$ cat src/rtl/derived_tick_averager_if.sv
// Sample-in / window-result bundle between the sample path and derived_tick_averager.
interface derived_tick_averager_if #(
  parameter int DATA_W = 14,
  parameter int ACC_W  = 32,
  parameter int CNT_W  = 16
);
  logic                     enable;
  logic                     slow_clk_in;
  logic signed [DATA_W-1:0] din;
  logic signed [ACC_W-1:0]  sum_out;
  logic [CNT_W-1:0]         count_out;
  logic signed [DATA_W-1:0] avg_out;
  logic                     out_valid;
  logic                     overflow;
  logic                     busy;

  modport master (
    output enable, slow_clk_in, din,
    input  sum_out, count_out, avg_out, out_valid, overflow, busy
  );

  modport slave (
    input  enable, slow_clk_in, din,
    output sum_out, count_out, avg_out, out_valid, overflow, busy
  );
endinterface

$ cat src/rtl/derived_tick_averager.sv
// Boxcar decimator: sums din over each slow-clock period (edge to edge) and publishes
// sum, sample count and saturated shifted average with a one-cycle valid strobe.
module derived_tick_averager #(
  parameter int DATA_W     = 14,
  parameter int ACC_W      = 32,
  parameter int CNT_W      = 16,
  parameter int AVG_SHIFT  = 4,
  parameter bit BOTH_EDGES = 1'b0
) (
  input logic                    clk,
  input logic                    rst_n,
  derived_tick_averager_if.slave bus
);

  typedef enum logic {IDLE, ACCUM} state_t;

  localparam logic signed [ACC_W-1:0] AVG_MAX = {{(ACC_W-DATA_W+1){1'b0}}, {(DATA_W-1){1'b1}}};
  localparam logic signed [ACC_W-1:0] AVG_MIN = {{(ACC_W-DATA_W+1){1'b1}}, {(DATA_W-1){1'b0}}};
  localparam logic [CNT_W-1:0]        CNT_MAX = '1;

  function automatic logic signed [ACC_W-1:0] sext(input logic signed [DATA_W-1:0] d);
    return {{(ACC_W-DATA_W){d[DATA_W-1]}}, d};
  endfunction

  // Floor (arithmetic shift), then clamp into the DATA_W signed range.
  function automatic logic signed [DATA_W-1:0] sat_avg(input logic signed [ACC_W-1:0] a);
    logic signed [ACC_W-1:0] s;
    s = a >>> AVG_SHIFT;
    if (s > AVG_MAX)      s = AVG_MAX;
    else if (s < AVG_MIN) s = AVG_MIN;
    return s[DATA_W-1:0];
  endfunction

  state_t                   r_state;
  logic                     r_slow_q_p0;
  logic signed [ACC_W-1:0]  r_acc_p0;
  logic [CNT_W-1:0]         r_cnt_p0;
  logic                     r_ovf_win_p0;
  logic                     r_busy_p0;
  logic signed [ACC_W-1:0]  r_sum_p1;
  logic [CNT_W-1:0]         r_count_p1;
  logic signed [DATA_W-1:0] r_avg_p1;
  logic                     r_ovf_p1;
  logic                     r_vld_p1;
  logic                     w_tick;

  assign w_tick = BOTH_EDGES ? (bus.slow_clk_in ^ r_slow_q_p0)
                             : (bus.slow_clk_in & ~r_slow_q_p0);

  always_ff @(posedge clk) begin
    if (!rst_n) begin
      r_state      <= IDLE;
      r_slow_q_p0  <= 1'b0;
      r_acc_p0     <= '0;
      r_cnt_p0     <= '0;
      r_ovf_win_p0 <= 1'b0;
      r_busy_p0    <= 1'b0;
      r_sum_p1     <= '0;
      r_count_p1   <= '0;
      r_avg_p1     <= '0;
      r_ovf_p1     <= 1'b0;
      r_vld_p1     <= 1'b0;
    end else begin
      r_slow_q_p0 <= bus.slow_clk_in;
      r_vld_p1    <= 1'b0;
      case (r_state)
        IDLE: begin
          r_acc_p0 <= '0;
          r_cnt_p0 <= '0;
          if (bus.enable && w_tick) begin
            r_state      <= ACCUM;
            r_busy_p0    <= 1'b1;
            r_acc_p0     <= sext(bus.din);
            r_cnt_p0     <= CNT_W'(1);
            r_ovf_win_p0 <= 1'b0;
          end
        end
        ACCUM: begin
          // Abort wins over a coincident tick: the partial window is dropped unpublished.
          if (!bus.enable) begin
            r_state   <= IDLE;
            r_busy_p0 <= 1'b0;
            r_acc_p0  <= '0;
            r_cnt_p0  <= '0;
          end else if (w_tick) begin
            // p0 -> p1: completed window moves to the result registers
            r_sum_p1     <= r_acc_p0;
            r_count_p1   <= r_cnt_p0;
            r_ovf_p1     <= r_ovf_win_p0;
            r_avg_p1     <= sat_avg(r_acc_p0);
            r_vld_p1     <= 1'b1;
            r_acc_p0     <= sext(bus.din);
            r_cnt_p0     <= CNT_W'(1);
            r_ovf_win_p0 <= 1'b0;
          end else if (r_cnt_p0 == CNT_MAX) begin
            r_ovf_win_p0 <= 1'b1;
          end else begin
            r_acc_p0 <= r_acc_p0 + sext(bus.din);
            r_cnt_p0 <= r_cnt_p0 + CNT_W'(1);
          end
        end
        default: r_state <= IDLE;
      endcase
    end
  end

  assign bus.sum_out   = r_sum_p1;
  assign bus.count_out = r_count_p1;
  assign bus.avg_out   = r_avg_p1;
  assign bus.out_valid = r_vld_p1;
  assign bus.overflow  = r_ovf_p1;
  assign bus.busy      = r_busy_p0;

endmodule
$ cat src/flat_wrapper.sv
// flat-port wrapper written by rule: the top's interface ports become plain ports
module derived_tick_averager_flat 
#(
  parameter int DATA_W     = 14,
  parameter int ACC_W      = 32,
  parameter int CNT_W      = 16,
  parameter int AVG_SHIFT  = 4,
  parameter bit BOTH_EDGES = 1'b0
)
  (clk, rst_n, bus_enable, bus_slow_clk_in, bus_din, bus_sum_out, bus_count_out, bus_avg_out, bus_out_valid, bus_overflow, bus_busy);
  derived_tick_averager_if #(.DATA_W(DATA_W), .ACC_W(ACC_W), .CNT_W(CNT_W)) bus_i ();
  input logic clk;
  input logic rst_n;
  input wire logic [$bits(bus_i.enable)-1:0] bus_enable;
  input wire logic [$bits(bus_i.slow_clk_in)-1:0] bus_slow_clk_in;
  input wire logic [$bits(bus_i.din)-1:0] bus_din;
  output wire logic [$bits(bus_i.sum_out)-1:0] bus_sum_out;
  output wire logic [$bits(bus_i.count_out)-1:0] bus_count_out;
  output wire logic [$bits(bus_i.avg_out)-1:0] bus_avg_out;
  output wire logic [$bits(bus_i.out_valid)-1:0] bus_out_valid;
  output wire logic [$bits(bus_i.overflow)-1:0] bus_overflow;
  output wire logic [$bits(bus_i.busy)-1:0] bus_busy;
  assign bus_i.enable = bus_enable;
  assign bus_i.slow_clk_in = bus_slow_clk_in;
  assign bus_i.din = bus_din;
  assign bus_sum_out = bus_i.sum_out;
  assign bus_count_out = bus_i.count_out;
  assign bus_avg_out = bus_i.avg_out;
  assign bus_out_valid = bus_i.out_valid;
  assign bus_overflow = bus_i.overflow;
  assign bus_busy = bus_i.busy;
  derived_tick_averager #(.DATA_W(DATA_W), .ACC_W(ACC_W), .CNT_W(CNT_W), .AVG_SHIFT(AVG_SHIFT), .BOTH_EDGES(BOTH_EDGES)) u_core (.clk(clk), .rst_n(rst_n), .bus(bus_i));
endmodule
$ cat config.mk
export PLATFORM = sky130hd
export DESIGN_NAME = derived_tick_averager_flat
export DESIGN_NICKNAME = d
export VERILOG_FILES = /design/src/rtl/derived_tick_averager_if.sv /design/src/rtl/derived_tick_averager.sv /design/src/flat_wrapper.sv
export SDC_FILE = /design/constraint.sdc
export NUM_CORES = 1
export LEC_CHECK = 0
export CAP_MARGIN = 5
export CORE_ASPECT_RATIO = 0.8
export CORE_MARGIN = 10
export CORE_UTILIZATION = 50
export CTS_BUF_LIST = sky130_fd_sc_hd__clkbuf_16
export CTS_CLUSTER_SIZE = 25
export DETAILED_ROUTE_END_ITERATION = 6
export GPL_TIMING_DRIVEN = 0
export HOLD_SLACK_MARGIN = 0.06
export PLACE_DENSITY = 0.82
export SETUP_SLACK_MARGIN = 0.02
export SLEW_MARGIN = 20
export SYNTH_ARGS = -nofsm -noshare
export SYNTH_HDL_FRONTEND = slang
export SYNTH_SLANG_ARGS = --single-unit
$ cat constraint.sdc
create_clock -name clk -period 4.9 [get_ports clk]
set_input_delay 0.98 -clock clk [delete_from_list [all_inputs] [get_ports clk]]
set_output_delay 0.98 -clock clk [all_outputs]
set_load 0.05 [all_outputs]
==> impl_metrics.toml, run 1 <==
[critical_path]
crit_path_frequent_cell = "a21oi_1"
critical_path_class = "in2reg"
critPathTopFamily = "compound AO/OA/AOI/OAI gates"
start_kind = "input pin"
crit_arrival_ps = 4710
crit_slowest_cell = "clkdlybuf4s50_1"
path_buf_inv = 1
slowest_delay_ps = 940
path_cells = "clkdlybuf4s50_1 > ha_1 > a21oi_1 > o21ai_1 > a21o_1 > a2111oi_0 > a21oi_1 > o21ai_1 > o21bai_1 > xnor2_1 > a21oi_1"
required_ps = 5170
cp_max_fo = 20
worstSetupEndpointType = "flop"

[timing]
slew_viol_final = 0
finalCritPeriodShare_pct = 90.55
fin_crit_ps = 4437
fin_skew_ps = 7.636
maxClockFrequency_ghz = 0.2254
finalSetupViolCount = 0
slew_headroom_pct = 33.37
worst_pin_slew_ps = 996.3
fin_setup_tns_ps = 0
rsz0062_at_grt = "false"
hold_viol = 0

[logic_synthesis]
synth_most_common_cell = "nand2_1"
yosysSeqAreaShare_pct = 37.28
async_reset_ff_share_pct = 0
synth-seq-cells = 116
avgSynthCellArea_um2 = 8.143
synth_edf_count = 0
synthFlopType = "dfxtp_1"
synth_cells = 765
syn_nets = 816
synth.area.top_cells = "dfxtp_1 37%, nand2_1 10%, a21boi_0 7.8%"
ys_warn_count = 0
yosys-top-cells-count = "166 x nand2_1, 116 x dfxtp_1, 65 x a21boi_0"
yosys.cell_types.count = 53
syn_area_um2 = 6230
synth_top_area_share_pct = 37.28
synth_area_leader_cell = "dfxtp_1"

[route]
antenna_left = 0
wire_per_inst_um = 16.74
drtPass1Iterations = 5
routed_via_density = 5.668
first_iter_violations = 592
vias = 5951
drt_wl_total_mm = 17.57
drcViolationCount = 0

[placed_design]
place_hpwl_mm = 12.83
finalWeightedCongestion = 0.9313
place_inst = 1018
port_buffers = 82

[power_and_ir_drop]
vdd_drop_max_v = 0.0002562
p_leak_uw = 0.003019
p_per_area_nw_per_um2 = 307.2

[global_route]
grt_pass1_wl_mm = 28.30
antenna_found_initial = 0
grt_max_degree = 21
first_global_vias = 5577
grt_use_total_pct = 19.95
grt_overflow = 0

[die]
initial_core_util_pct = 51.04
die-area_um2 = 17350
rows = 36
core-area_um2 = 12210
dieWidth_um = 144.8
ios = 83
die_y_um = 119.8

[cts]
post_cts_buffers = 0
path_clk_slew_ps = 50
cts_buffers = 17
htree_num_levels = 4
post_cts_resized = 0
root_buffer = "clkbuf_16"
numClockSinks = 116
clk_latency_ps = 420
hold_buffers = 0
cts_buffer_depth = 2
cts_tree = "yes"

[finish]
final_nets = 917
diodes = 0
drive_above_1_share_pct = 6.030
syn2layout_area_growth_pct = 25.73
fin_cells = 1050

[outcome]
outcome = "finished clean"

[flow_run]
cap_viol_max_count = 0

[min_path]
hp-class = "reg2reg"
layout by cell type (no fill, tap or decap), types with 3 or more instances in the layout:
| cell type | instances |
|---|---|
| nand2_1 | 166 |
| dfxtp_1 | 116 |
| clkdlybuf4s50_1 | 82 |
| a21boi_0 | 65 |
| a21oi_1 | 49 |
| nor2_1 | 46 |
| o21ai_0 | 43 |
| ha_1 | 32 |
| clkbuf_1 | 29 |
| xnor2_1 | 22 |
| a21o_1 | 19 |
| xor2_1 | 18 |
| clkbuf_16 | 17 |
| nand3_1 | 14 |
| nand4_1 | 13 |
| a221oi_1 | 13 |
| inv_1 | 10 |
| nor3b_2 | 10 |
| and3_1 | 9 |
| nand2b_1 | 7 |
| o21bai_1 | 7 |
| nor3_1 | 6 |
| a31oi_1 | 6 |
| buf_2 | 5 |
| o211ai_1 | 5 |
| nor4_1 | 5 |
| and2_1 | 5 |
| o21ai_1 | 4 |
| a211oi_1 | 4 |
| o22ai_1 | 3 |
| nor3b_1 | 3 |
| o211a_1 | 3 |
| clkinvlp_4 | 3 |
| clkinv_4 | 3 |
power by group:
group | switching, uW | internal (uW) | leakage [uW]
logic | 141 | 94.3 | 0.00181
registers | 15.7 | 956 | 0.000937
clock network | 458 | 741 | 0.000277
total | 615 | 1790 | 0.00302
final timing paths:
kind / depth (start not counted) / end / slack (ps) / startpoint
min: 2 / u_core.bus.sum_out[29] / 460 / u_core.bus.sum_out[29]
max: 11 / u_core.r_acc_p0[30] / 460 / bus_din[13]
max reg2reg: 10 / u_core.r_acc_p0[30] / 1790 / u_core.r_acc_p0[13]
min reg2reg: 2 / u_core.bus.sum_out[29] / 460 / u_core.bus.sum_out[29]
through the flow:
step                setup slack (ps)  utilization (%)  area (um^2)  hold slack, ps  power (uW)
global route                   187.3            64.17         7833           483.0        2465
global placement               393.7            59.51         7264           448.1        1215
detailed placement             318.0            59.51         7264           455.9        1219
floorplan                       1872                -         6230           441.1        1148
CTS                            569.0            64.17         7833           463.4        2398
finish                         463.0            64.17         7833           461.0        2406
sequential cells by signal, indices dropped and copies added, names as in the netlist:
signal and flops:
u_core.bus.count_out 16, u_core.r_ovf_win_p0 1, u_core.bus.overflow 1, u_core.r_state 1, u_core.bus.busy 1, u_core.bus.sum_out 32, u_core.r_acc_p0 32, u_core.bus.out_valid 1
u_core.bus.avg_out 14, u_core.r_slow_q_p0 1, u_core.r_cnt_p0 16
worst reg2reg max path: cells and delay by family (launching register included):
| family | cells | cell delay (ps) |
|---|---|---|
| XOR/XNOR | 1 | 150 |
| adder cells (fa/ha/maj) | 1 | 330 |
| AO/OA/AOI/OAI | 8 | 2010 |
| flip-flops | 1 | 460 |
logic make-up after synthesis:
logic type	count (synthesis)	share of synthesized area, %
adder cells (fa/ha/maj)	33	6.748
AND/OR/NAND/NOR	299	22.76
buffers and inverters	44	2.992
XOR/XNOR	40	5.624
multiplexers	2	0.3214
AO/OA/AOI/OAI	231	24.28
flip-flops	116	37.28
area by class of cell:
type | count | area [um^2]
fill | 1022 | 4374
buffer | 36 | 156.4
sequential | 116 | 2322
timing repair buffer | 82 | 820.8
clock buffer | 17 | 425.4
multi-input combinational | 605 | 3721
tap | 171 | 214.0
clock inverter | 15 | 142.6
inverter | 8 | 30.03
routing by layer:
layer	GRT usage [%]	wire length (um)	share of wire, %	vias up
met5	0	0	0	-
met4	6.242	272	1.5	0
met3	4.296	1588	9.0	32
met2	31.84	8020	46	247
met1	26.29	7692	44	2762
li1	-	-	-	2910
Power figures use the tool's default switching activity.
==> inputs of run 2 (changes only) <==
--- a/config.mk
+++ b/config.mk
@@ -7,14 +7,14 @@
 export LEC_CHECK = 0
 export CAP_MARGIN = 5
 export CORE_ASPECT_RATIO = 0.8
-export CORE_MARGIN = 10
+export CORE_MARGIN = 4
 export CORE_UTILIZATION = 50
 export CTS_BUF_LIST = sky130_fd_sc_hd__clkbuf_16
 export CTS_CLUSTER_SIZE = 25
 export DETAILED_ROUTE_END_ITERATION = 6
-export GPL_TIMING_DRIVEN = 0
+export DONT_BUFFER_PORTS = 1
 export HOLD_SLACK_MARGIN = 0.06
-export PLACE_DENSITY = 0.82
+export PLACE_DENSITY = 0.73
 export SETUP_SLACK_MARGIN = 0.02
 export SLEW_MARGIN = 20
 export SYNTH_ARGS = -nofsm -noshare
==> impl_metrics.toml, run 2 (same netlist as run 1, synthesis figures left out) <==
[die]
dieWidth_um = 132.8
rows = 36
ios = 83
die-area_um2 = 14320
die_y_um = 107.8
core-area_um2 = 12160
initial_core_util_pct = 51.22

[placed_design]
place_hpwl_mm = 11.36
finalWeightedCongestion = 0.9064
port_buffers = 0
place_ws_ps = 1448

[global_route]
grt_util_met1_pct = 31.46
antenna_found_initial = 0
grt_max_degree = 89
grt.busiest_layer = "met2"
grt_pass1_wl_mm = 26.69
first_global_vias = 5277
use_met2_pct = 36.09
grt_overflow = 0
use_met3_pct = 5.794
grt_use_total_pct = 23.17

[power_and_ir_drop]
p_leak_uw = 0.002692
p_per_area_nw_per_um2 = 335.0
vdd_drop_max_v = 0.0002499

[route]
drcViolationCount = 0
drt_wl_total_mm = 16.10
antenna_left = 0
drtPass1Iterations = 5
wire_per_inst_um = 17.64
first_iter_violations = 388
vias = 5486
routed_via_density = 6.009

[timing]
hold_viol = 0
maxClockFrequency_ghz = 0.3214
finalCritPeriodShare_pct = 63.50
slew_headroom_pct = 30.11
fin_ws_ps = 1788
worst_pin_slew_ps = 1048
rsz0062_at_grt = "false"
fin_setup_tns_ps = 0
timing.hold.ws_ps = 468.0
finalSetupViolCount = 0
slew_viol_final = 0
fin_crit_ps = 3112
fin_skew_ps = 8.384

[cts]
numClockSinks = 116
cts_buffer_depth = 2
cts_buffers = 17
post_cts_resized = 0
path_clk_slew_ps = 50
root_buffer = "clkbuf_16"
cts_tree = "yes"
clk_latency_ps = 410
hold_buffers = 0
post_cts_buffers = 0
htree_num_levels = 4

[critical_path]
rr_startpoint = "u_core.r_acc_p0[0]"
r2r-end = "u_core.r_acc_p0[28]"
critical_path_class = "in2reg"
start_kind = "input pin"
r2r_slack_ps = 2020
required_ps = 5160
worstRegToRegCells = 12
worstSetupEndpointType = "flop"
cp-startpoint = "bus_din[0]"
cp_max_fo = 4
crit_arrival_ps = 3370
endpoint = "u_core.r_acc_p0[28]"

[min_path]
hp-class = "reg2reg"

[finish]
final_nets = 803
drive_above_1_share_pct = 6.307
layout_commonest_cell = "nand2_1"
diodes = 0
final_cell_mix = "164 x nand2_1, 116 x dfxtp_1, 65 x a21boi_0, 49 x a21oi_1, 45 x nor2_1"
syn2layout_area_growth_pct = 10.00

[flow_run]
cap_viol_max_count = 0

[outcome]
outcome = "finished clean"
==> run 2: changes by cell type in the layout (fill, tap and decap cells not counted), moves of 2 or more <==
cell and change:
buf_6 -2, buf_4 +3, nand2_1 -2, buf_2 -5, clkinvlp_4 -2, nand2_2 +2
clkbuf_1 -29, clkdlybuf4s50_1 -82, clkinv_4 -3, inv_1 +2
==> run 2: through the flow <==
| step | total power (uW) | instances | utilization, % | area (um^2) |
|---|---|---|---|---|
| 2_1_floorplan | 1148 | 765 | - | 6230 |
| 3_3_place_gp | 1184 | 884 | 51.77 | 6296 |
| 3_5_place_dp | 1186 | 884 | 51.77 | 6296 |
| 4_1_cts | 2310 | 912 | 56.10 | 6823 |
| 5_1_grt | 2384 | 913 | 56.35 | 6853 |
| 6_report | 2295 | 913 | 56.35 | 6853 |
==> run 2: area by class of cell <==
cell class | count | area [um^2]
clock buffers | 17 | 425.4
flip-flops and latches | 116 | 2322
well taps | 152 | 190.2
fillers | 1091 | 5309
multi-input cells | 605 | 3734
inverters | 8 | 30.03
clock inverters | 11 | 101.3
repair buffers | 4 | 50.05
==> run 2: worst max-delay path, stage by stage <==
cell	delay [ps]
ha_1	210
inv_1	70
fa_1	190
nand2b_1	140
a21o_1	140
nand4_1	160
a21boi_0	520
o211ai_1	200
a21oi_1	290
o21ai_0	140
xnor2_1	220
a21oi_1	100
==> run 2: worst min-delay path by stage <==
stage,startpoint,cells after the start,to
floorplan,u_core.r_ovf_win_p0,2,u_core.bus.overflow
detailed placement,u_core.r_ovf_win_p0,2,u_core.bus.overflow
finish,u_core.r_ovf_win_p0,2,u_core.bus.overflow
global placement,u_core.r_ovf_win_p0,2,u_core.bus.overflow
CTS,u_core.r_ovf_win_p0,2,u_core.bus.overflow
global route,u_core.r_ovf_win_p0,2,u_core.bus.overflow
==> run 2: metal layers <==
metal	vias up	part of all wire, %
li1	2688	-
met1	2623	48
met2	155	44
met3	20	6.0
met4	0	1.4
met5	-	0
==> run 2: power by group <==
part	leakage [uW]	switching, uW	internal (uW)
Sequential	0.000937	24.1	957
Clock	0.000273	404	720
Combinational	0.00148	111	78.9
Total	0.00269	539	1760
==> inputs of run 3 (changes only) <==
--- a/config.mk
+++ b/config.mk
@@ -14,7 +14,7 @@
 export DETAILED_ROUTE_END_ITERATION = 6
 export DONT_BUFFER_PORTS = 1
 export HOLD_SLACK_MARGIN = 0.06
-export PLACE_DENSITY = 0.73
+export PLACE_DENSITY = 0.76
 export SETUP_SLACK_MARGIN = 0.02
 export SLEW_MARGIN = 20
 export SYNTH_ARGS = -nofsm -noshare
==> constraint.sdc (replaced) <==
create_clock -name clk -period 2.8 [get_ports clk]
set_input_delay 0.56 -clock clk [delete_from_list [all_inputs] [get_ports clk]]
set_output_delay 0.56 -clock clk [all_outputs]
set_load 0.05 [all_outputs]
==> impl_metrics.toml, run 3 (same netlist as run 1, synthesis figures left out) <==
[die]
ios = 83
core-area_um2 = 12160
die-area_um2 = 14320
rows = 36
dieWidth_um = 132.8
initial_core_util_pct = 51.22
die_y_um = 107.8

[critical_path]
critical_path_class = "reg2reg"
required_ps = 3110
r2r-end = "u_core.r_acc_p0[28]"
start_kind = "flop"
crit_arrival_ps = 2950
crit_slowest_cell = "fa_1"
r2r_slack_ps = 160
critPathTopFamily = "compound AO/OA/AOI/OAI gates"
slowest_delay_ps = 370
cp_max_fo = 3
worstSetupEndpointType = "flop"
worstRegToRegCells = 12
path_cells = "ha_2 > inv_1 > fa_1 > nand2b_1 > a21o_1 > nand4_1 > a21boi_1 > o211ai_1 > a21oi_2 > o21ai_1 > xnor2_1 > a21oi_1"
path_buf_inv = 1
rr_startpoint = "u_core.r_acc_p0[0]"

[placed_design]
port_buffers = 0
place_area_um2 = 6646
place_ws_ps = -71.23
finalWeightedCongestion = 0.9317
place_hpwl_mm = 12.07
place_inst = 929

[timing]
timing.hold.ws_ps = 266.7
maxClockFrequency_ghz = 0.3789
slew_viol_final = 0
fin_setup_tns_ps = 0
finalSetupViolCount = 0
rsz0062_at_grt = "false"
slew_headroom_pct = 62.72
worst_pin_slew_ps = 558.4
fin_crit_ps = 2639
fin_ws_ps = 160.9
fin_skew_ps = 8.831
hold_viol = 0
finalCritPeriodShare_pct = 94.25

[route]
wire_per_inst_um = 17.84
antenna_left = 0
drt_wl_total_mm = 17.12
first_iter_violations = 502
drtPass1Iterations = 5
drcViolationCount = 0
vias = 5840
routed_via_density = 6.083

[cts]
htree_num_levels = 4
clk_latency_ps = 420
cts_buffer_depth = 2
cts_buffers = 17
path_clk_slew_ps = 60
hold_buffers = 0
cts_tree = "yes"
post_cts_buffers = 0
numClockSinks = 116
root_buffer = "clkbuf_16"

[finish]
drive_above_1_share_pct = 12.38
syn2layout_area_growth_pct = 15.85
layout_commonest_cell = "nand2_1"
diodes = 0
fin_cells = 960
final_nets = 847
final_area_um2 = 7217
final_cell_mix = "165 x nand2_1, 115 x dfxtp_1, 64 x a21boi_0, 47 x a21oi_1, 47 x buf_4"

[power_and_ir_drop]
p_per_area_nw_per_um2 = 574.5
p_int_uw = 3125
swShare_pct = 24.63
vdd_drop_max_v = 0.0004341
p_seq_share_pct = 41.3
p_leak_uw = 0.002901
comb_power_share_pct = 9.4
p_sw_uw = 1021
clkPwrFrac_pct = 49.3

[global_route]
use_met2_pct = 36.27
grt_max_degree = 89
use_met3_pct = 7.523
antenna_found_initial = 0
grt_overflow = 0
first_global_vias = 5540
grt_pass1_wl_mm = 27.55
grt_util_met1_pct = 31.37
grt_use_total_pct = 23.96
grt.busiest_layer = "met2"

[flow_run]
cap_viol_max_count = 0

[min_path]
whs_endpoint = "u_core.r_slow_q_p0"
hp-class = "in2reg"
worstHoldStart = "bus_slow_clk_in"
whs_path_depth = 1

[outcome]
outcome = "finished clean"
[run 3: worst max-delay path by stage]
| stage | from | end | slack (ps) | depth (start not counted) |
|---|---|---|---|---|
| after floorplan | bus_din[13] | u_core.r_acc_p0[30] | 190 | 10 |
| after global placement | bus_din[6] | u_core.r_acc_p0[28] | -70 | 11 |
| after detailed placement | bus_din[0] | u_core.r_acc_p0[28] | -70 | 12 |
| after CTS | u_core.r_acc_p0[0] | u_core.r_acc_p0[28] | 90 | 12 |
| after global routing | u_core.r_acc_p0[0] | u_core.r_acc_p0[28] | 30 | 12 |
| final | u_core.r_acc_p0[0] | u_core.r_acc_p0[28] | 160 | 12 |
[run 3: layout make-up]
| type | count | area (um^2) |
|---|---|---|
| fillers | 1049 | 4945 |
| multi-input cells | 605 | 3752 |
| flip-flops and latches | 116 | 2323 |
| clock buffers | 17 | 425.4 |
| repair buffers | 48 | 372.9 |
| well taps | 152 | 190.2 |
| clock inverters | 14 | 122.6 |
| inverters | 8 | 30.03 |
[run 3: power groups by stage]
stage	combinational, uW	clock (uW)	sequential, uW
after floorplan	270	0	1740
after global placement	366	0	1750
after detailed placement	376	0	1750
after CTS	380	2060	1710
after global routing	425	2130	1710
final	391	2040	1710
[run 3: through the flow]
step	util [%]	power, uW
finish	59.34	4146
global route	59.34	4272
CTS	59.16	4151
detailed placement	54.65	2122
global placement	54.65	2112
floorplan	-	2008
[run 3: worst reg2reg max path, cell delays in order, from the launching register on]
cell	delay (ps)
dfxtp_2	350
ha_2	210
inv_1	60
fa_1	370
nand2b_1	180
a21o_1	190
nand4_1	160
a21boi_1	120
o211ai_1	300
a21oi_2	130
o21ai_1	180
xnor2_1	170
a21oi_1	90
[run 3: per-layer routing]
metal | up-vias | wire length (um)
li1 | 2772 | -
met1 | 2760 | 7634
met2 | 260 | 7507
met3 | 48 | 1481
met4 | 0 | 500
met5 | - | 0
[run 3: what timing repair did]
action	4_1_cts	5_1_grt
endpoints found under the hold margin	0	0
gates resized for setup	0	10
setup endpoints to repair	0	7
